$ cat config.mk
export PLATFORM = sky130hd
export DESIGN_NAME = apb_slave_mem
export DESIGN_NICKNAME = d
export VERILOG_FILES = /design/src/rtl/apb_slave_mem.sv
export SDC_FILE = /design/constraint.sdc
export NUM_CORES = 2
export LEC_CHECK = 0
export CORE_ASPECT_RATIO = 0.8
export CORE_UTILIZATION = 65
export DETAILED_ROUTE_END_ITERATION = 12
export PLACE_DENSITY = 0.81
export SYNTH_ARGS = -nofsm -noshare
export SYNTH_HDL_FRONTEND = slang
export SYNTH_SLANG_ARGS = --single-unit
$ cat constraint.sdc
create_clock -name PCLK -period 8.6 [get_ports PCLK]
set_input_delay 1.29 -clock PCLK [delete_from_list [all_inputs] [get_ports PCLK]]
set_output_delay 1.29 -clock PCLK [all_outputs]
set_load 0.01 [all_outputs]
$ cat src/rtl/apb_slave_mem.sv
// APB completer backed by a byte-wide register file.
// A configurable number of wait states is inserted in each access phase.
// Out-of-range addresses and writes into the read-only window complete with PSLVERR.
// PREADY, PRDATA and PSLVERR are decoded from registered state only.
module apb_slave_mem #(
  parameter int MEM_DEPTH   = 256,
  parameter int RO_BASE     = 256,
  parameter int WAIT_STATES = 0
) (
  input  logic       PCLK,
  input  logic       PRST,
  input  logic       PSEL,
  input  logic       PENABLE,
  input  logic       PWRITE,
  input  logic [7:0] PADDR,
  input  logic [7:0] PWDATA,
  output logic       PREADY,
  output logic [7:0] PRDATA,
  output logic       PSLVERR
);

  localparam logic [8:0] DEPTH_L = 9'(MEM_DEPTH);
  localparam logic [8:0] RO_L    = 9'(RO_BASE);
  localparam logic [3:0] WS_L    = 4'(WAIT_STATES);

  typedef enum logic {
    S_IDLE   = 1'b0,
    S_ACCESS = 1'b1
  } state_e;

  state_e     state_q, state_d;
  logic [3:0] wcnt_q, wcnt_d;
  logic [7:0] addr_q, addr_d;
  logic [7:0] data_q, data_d;
  logic       write_q, write_d;
  logic       err_q, err_d;
  logic       mem_we_s;
  logic       ready_s;
  logic [7:0] mem_q [0:255];

  // The access is rejected if the address is unimplemented, or if it is a write into the read-only window.
  function automatic logic calc_err(input logic [7:0] addr, input logic wr);
    return ({1'b0, addr} >= DEPTH_L) || (wr && ({1'b0, addr} >= RO_L));
  endfunction

  // Next-state logic: capture on setup, count wait states, and finish on completion or abort.
  always_comb begin
    state_d  = state_q;
    wcnt_d   = wcnt_q;
    addr_d   = addr_q;
    data_d   = data_q;
    write_d  = write_q;
    err_d    = err_q;
    mem_we_s = 1'b0;
    case (state_q)
      S_IDLE: begin
        if (PSEL && !PENABLE) begin
          state_d = S_ACCESS;
          wcnt_d  = 4'd0;
          addr_d  = PADDR;
          data_d  = PWDATA;
          write_d = PWRITE;
          err_d   = calc_err(PADDR, PWRITE);
        end else begin
          // PSEL with PENABLE and no preceding setup phase is ignored.
          state_d = S_IDLE;
        end
      end
      S_ACCESS: begin
        if (PSEL && PENABLE) begin
          if (wcnt_q == WS_L) begin
            mem_we_s = write_q & ~err_q;
            state_d  = S_IDLE;
          end else begin
            wcnt_d = wcnt_q + 4'd1;
          end
        end else begin
          // An aborted access returns to IDLE without a write or an error.
          state_d = S_IDLE;
        end
      end
      default: begin
        state_d = S_IDLE;
      end
    endcase
  end

  // Transfer-control registers.
  always_ff @(posedge PCLK or negedge PRST) begin
    if (!PRST) begin
      state_q <= S_IDLE;
      wcnt_q  <= 4'd0;
      addr_q  <= 8'h00;
      data_q  <= 8'h00;
      write_q <= 1'b0;
      err_q   <= 1'b0;
    end else begin
      state_q <= state_d;
      wcnt_q  <= wcnt_d;
      addr_q  <= addr_d;
      data_q  <= data_d;
      write_q <= write_d;
      err_q   <= err_d;
    end
  end

  // Storage array: cleared on reset and written only on an error-free write completion edge.
  always_ff @(posedge PCLK or negedge PRST) begin
    if (!PRST) begin
      for (int i = 0; i < 256; i++) begin
        mem_q[i] <= 8'h00;
      end
    end else if (mem_we_s) begin
      mem_q[addr_q] <= data_q;
    end else begin
      mem_q[addr_q] <= mem_q[addr_q];
    end
  end

  // Response decode from registered state only; read data is forced to zero unless it is a good read.
  always_comb begin
    ready_s = (state_q == S_ACCESS) && (wcnt_q == WS_L);
    PREADY  = ready_s;
    PSLVERR = ready_s & err_q;
    if (ready_s && !write_q && !err_q) begin
      PRDATA = mem_q[addr_q];
    end else begin
      PRDATA = 8'h00;
    end
  end

endmodule

# Yosys cells after proc, flatten, opt, wreduce, memory -nomap -nowiden
# Index checks and enable logic that the tools add are counted.
totals:
  register_bits: 2070
  wordCells: 299
classes:
  add_sub_neg: 1
  n_lt_le_gt_ge: 2
  n_eq_ne: 3
  muxes: 20
  n_bitwise: 2
  reduce_logical: 10
op_table:
  columns: ["cell", "count"]
  rows:
  - ["bitwise mux 2048 bit", 2]
  - ["two-way mux 2048 bit", 1]
  - ["binary-select mux 8 bit (select 8 bit)", 1]
  - ["demux 8 bit (select 8 bit)", 1]
  - ["two-way mux 8 bit", 4]
  - ["two-way mux 4 bit", 3]
  - ["greater-or-equal comparator 9 bit, second input constant", 1]
  - ["< comparator 9 x 1 -> 1 bit, second input constant", 1]
  - ["inverter 8 -> 9 bit", 1]
  - ["case mux 4 bit (2 select lines)", 1]
  - ["two-way mux 1 bit", 6]
  - ["logical AND 1 bit", 5]
  - ["adder 4 x 1 -> 4 bit, second input constant", 1]
  - ["logical NOT 4 bit", 1]
  - ["inequality test 2 bit, second input constant", 2]
  - ["AND reduction 3 bit", 1]
  - ["logical NOT 1 bit", 2]
  - ["inequality test 2 x 1 -> 1 bit, second input constant", 1]
  - ["case mux 1 bit (2 select lines)", 1]
  - ["AND reduction 2 bit", 1]
  - ["inverter 1 bit", 1]

# Longest topological paths before layout
logic_depth:
  depth_word: 7
  mapped_depth: 15
  depth_no_buf: 9

# Least setup slack after synthesis
# No wires, ideal clock.
synth_path:
  path_type: "reg2out"
  startpoint: "register addr_q[0]"
  endpoint: "output PRDATA[3]"
  arrival_time_ps: 2280
  t_required_ps: 7310
  path_slack_ps: 5030
  stages_incl_launch_ff: 13
  path_cell_list: "dfrtp_1 > buf_4 > buf_6 > buf_6 > and2_1 > clkbuf_1 > a22o_1 > a221oi_1 > o21ai_0 > nor2_1 > a2bb2oi_1 > nand2_1 > nor2_1"
synth_via:
  elab_chain_len: 5
synth_rtl:
  columns: ["item", "line_no", "text"]
  rows:
  - ["start, declared", "33", "logic [7:0] addr_q, addr_d;"]
  - ["start signal, assigned", "100", "addr_q <= addr_d;"]
  - ["inverter 8 -> 9 bit (implied by the code)", "126", "PRDATA = mem_q[addr_q];"]
  - ["binary-select mux 8 bit (select 8 bit)", "126", null]
  - ["two-way mux 8 bit (implied by the code) (2 in series)", "126", null]
  - ["two-way mux 8 bit", "125", "if (ready_s && !write_q && !err_q) begin"]
  - ["end, declared", "18", "output logic [7:0] PRDATA,"]
# Every way passes these cells. The select of a mux whose other input is x is not followed.

# Final worst setup path
layout_path:
  startpoint: "register addr_q[0]"
  endpoint: "output PRDATA[4]"
# Same word-level chain as after synthesis.

==> qor.txt <==
reg-to-reg endpoint -> mem_q[1140]
root buffer cell -> clkbuf_16
Routed wire per std cell -> 24.41 microns
unrepaired setup endpoints after global routing -> false
max frequency -> 0.1327 GHz
Max transition margin -> -10.80%
Syn Nets -> 9017
CP arrival -> 6.25 ns
cell taking the most area after synthesis -> dfrtp_1
synth top area cells -> dfrtp_1, a21oi_1, nor2_1, mux2i_1, mux4_2
Reg2Reg Launch Point -> addr_q[0]
critical path startpoint category -> register
first-pass GRT wire length -> 401200 microns
Worst Path Required -> 7.31 ns
setup_tns -> 0 ns
Syn Inst Count -> 8994
largest net degree at the start of global routing -> 196
Final Setup Violations -> 0
share of cells above drive strength 1 -> 7.320%
global route total overflow -> 0
Starting Density -> 65.55%
Worst setup EP type -> output port
synthesized flop and latch total -> 2070
GP Congestion -> 0.9463
drt initial violations -> 8622
I/O pins -> 31
Clock Latency Late Sink -> 0.86 ns
Routed Wire Length -> 259100 microns
synth cell count leaders -> nor2_1, dfrtp_1, a21oi_1
CP Class -> reg2out
synth warn -> 0
vias in the first global route -> 68.14k
synthesized area -> 92200 sq um
Residual DRC -> 0
fill count -> 9830
die area -> 143400 sq um
# port buffers -> 29
GRT Overall Usage -> 36.19%
final worst-path cycle share -> 87.65%
failing checks -> max-capacitance violations, max-slew violations
Clock H-tree levels -> 4
Seq/Total Area, Yosys -> 56.18%
iteration count of the initial detailed-routing pass -> 6
reg2reg path depth -> 11
Die Wd -> 423.1 microns
initial antenna violation count -> 4
die height -> 338.9 microns
maxcap violations -> 4
Reg2Reg Setup Slack -> 2.25 ns
Post-DP HPWL -> 156800 microns
maximum VDD drop -> 0.0005403 V
Layout Nets -> 8597
CTS tree -> done
clk sinks -> 2070
worst slew pin tran -> 1.641 ns
remaining antenna violation count -> 0
top-count cell post-synth -> nor2_1
fin crit period -> 7.537 ns
run status -> complete, but fails checks
area delta synth->final -> 6.128%
CTS Buffer Depth -> 3
vias -> 69.88k
Vias/cell -> 6.585
Synth Flop Type -> dfrtp_1
post_cts resized -> 0
Final Max Slew Viols -> 7
Synth Area per Inst -> 10.25 sq um
count of final hold-check violations -> 0
Cell Pwr Density -> 323.1 nW/um^2
leakage power -> 36.38 nW
final core occ -> 69.57%
Hold WC Path Type -> in2async
Distinct cells, synth -> 57
asr flop ratio synth -> 100.0%
row count -> 123
hold_buf cts -> 0
post-synth top area share -> 56.18%
Post-CTS Setup Inserts -> 0
Storage cell area -> 51810 sq um
Post-synth EDFFs -> 0
worst-path fanout max -> 57
footprint of the multi-input gates -> 35760 sq um
CORE AREA -> 140700 sq um
Worst-path clk slew -> 0.06 ns
CTS Buf Count -> 193
clk_skew -> 0.02941 ns
critical path: stages (launching register included):
cell	delay, ns
dfrtp_4	0.53
buf_4	0.79
and2_4	0.90
a22oi_1	0.20
nand3_1	0.16
nand2_1	0.09
o41ai_1	1.26
a2bb2oi_1	0.43
nand2_1	0.39
nor2_1	0.07
clkdlybuf4s50_1	0.51
layout make-up:
cell class                      count  share of cell area [%]
Timing Repair Buffer              143                   1.542
Clock buffer                      288                   5.878
Sequential cell                  2070                   52.95
Inverter                            6                 0.02302
Multi-Input combinational cell   6160                   36.55
Clock inverter                     63                  0.6457
Tap cell                         1875                   2.397
Antenna cell                        7                 0.01790
per-layer routing:
layer	share of wire [%]	up-vias	wire length, microns	global-route usage [%]
met5	0.0050	-	13	0
met4	5.6	2	14380	18.92
met3	11	772	28920	9.641
met2	44	3838	115300	52.79
met1	39	34891	100500	50.18
li1	-	30381	-	-
state kept, by name, summed over array words and instances (netlist names):
| register | flops |
|---|---|
| mem_q | 2048 |
| addr_q | 8 |
| data_q | 8 |
| wcnt_q | 4 |
| state_q | 1 |
| write_q | 1 |
how the worst max path moves through the flow:
stage	start	cells past startpoint	to	slack, ns
6_report	addr_q[0]	10	PRDATA[4]	1.06
5_1_grt	addr_q[0]	10	PRDATA[3]	1.12
4_1_cts	addr_q[0]	10	PRDATA[4]	1.36
3_5_place_dp	addr_q[0]	10	PRDATA[4]	2.25
3_3_place_gp	addr_q[0]	10	PRDATA[4]	2.19
2_1_floorplan	addr_q[0]	12	PRDATA[3]	5.03
cells in the final DEF, fill, tap and decap left out, drive strengths merged, types with 32 or more instances in the layout:
cell type / instances
clkinv: 41
mux2i: 732
buf: 115
nand2: 55
nand4: 36
a211oi: 32
a22oi: 194
clkbuf: 288
mux4: 155
a21oi: 2056
o22ai: 96
nor2: 2439
dfrtp: 2070
nand3: 95
metrics by stage:
step / hold slack [ns] / total power, mW / cells / area, sq um / setup slack (ns)
after floorplan: 0.4721 / 20.41 / 8994 / 92200 / 5.030
after global placement: 0.4835 / 22.19 / 10253 / 91410 / 2.191
after detailed placement: 0.4886 / 22.67 / 10254 / 91440 / 2.250
after CTS: 0.5099 / 31.33 / 10605 / 97820 / 1.365
after global routing: 0.5180 / 32.84 / 10605 / 97840 / 1.118
final: 0.4614 / 31.61 / 10612 / 97850 / 1.063
report_power, final:
group	internal (mW)	total, mW	switching [mW]
Sequential	12.2	13.6	1.42
Combinational	2.97	9.33	6.35
Clock	4.89	8.67	3.78
Total	20.1	31.6	11.5
kinds of logic (layout without fill, tap and decap cells):
| group | after synthesis | count (layout) | share of synthesized area [%] |
|---|---|---|---|
| other cells | 1 | 8 | 0.004067 |
| flops | 2070 | 2070 | 56.18 |
| mux | 910 | 910 | 12.01 |
| xor+xnor | 2 | 2 | 0.01900 |
| buf+inv | 764 | 500 | 5.135 |
| compound gates | 2524 | 2524 | 15.05 |
| simple gates | 2721 | 2721 | 11.58 |
| fa+ha+maj | 2 | 2 | 0.02714 |
No activity file was read; power rests on OpenSTA's default activity.
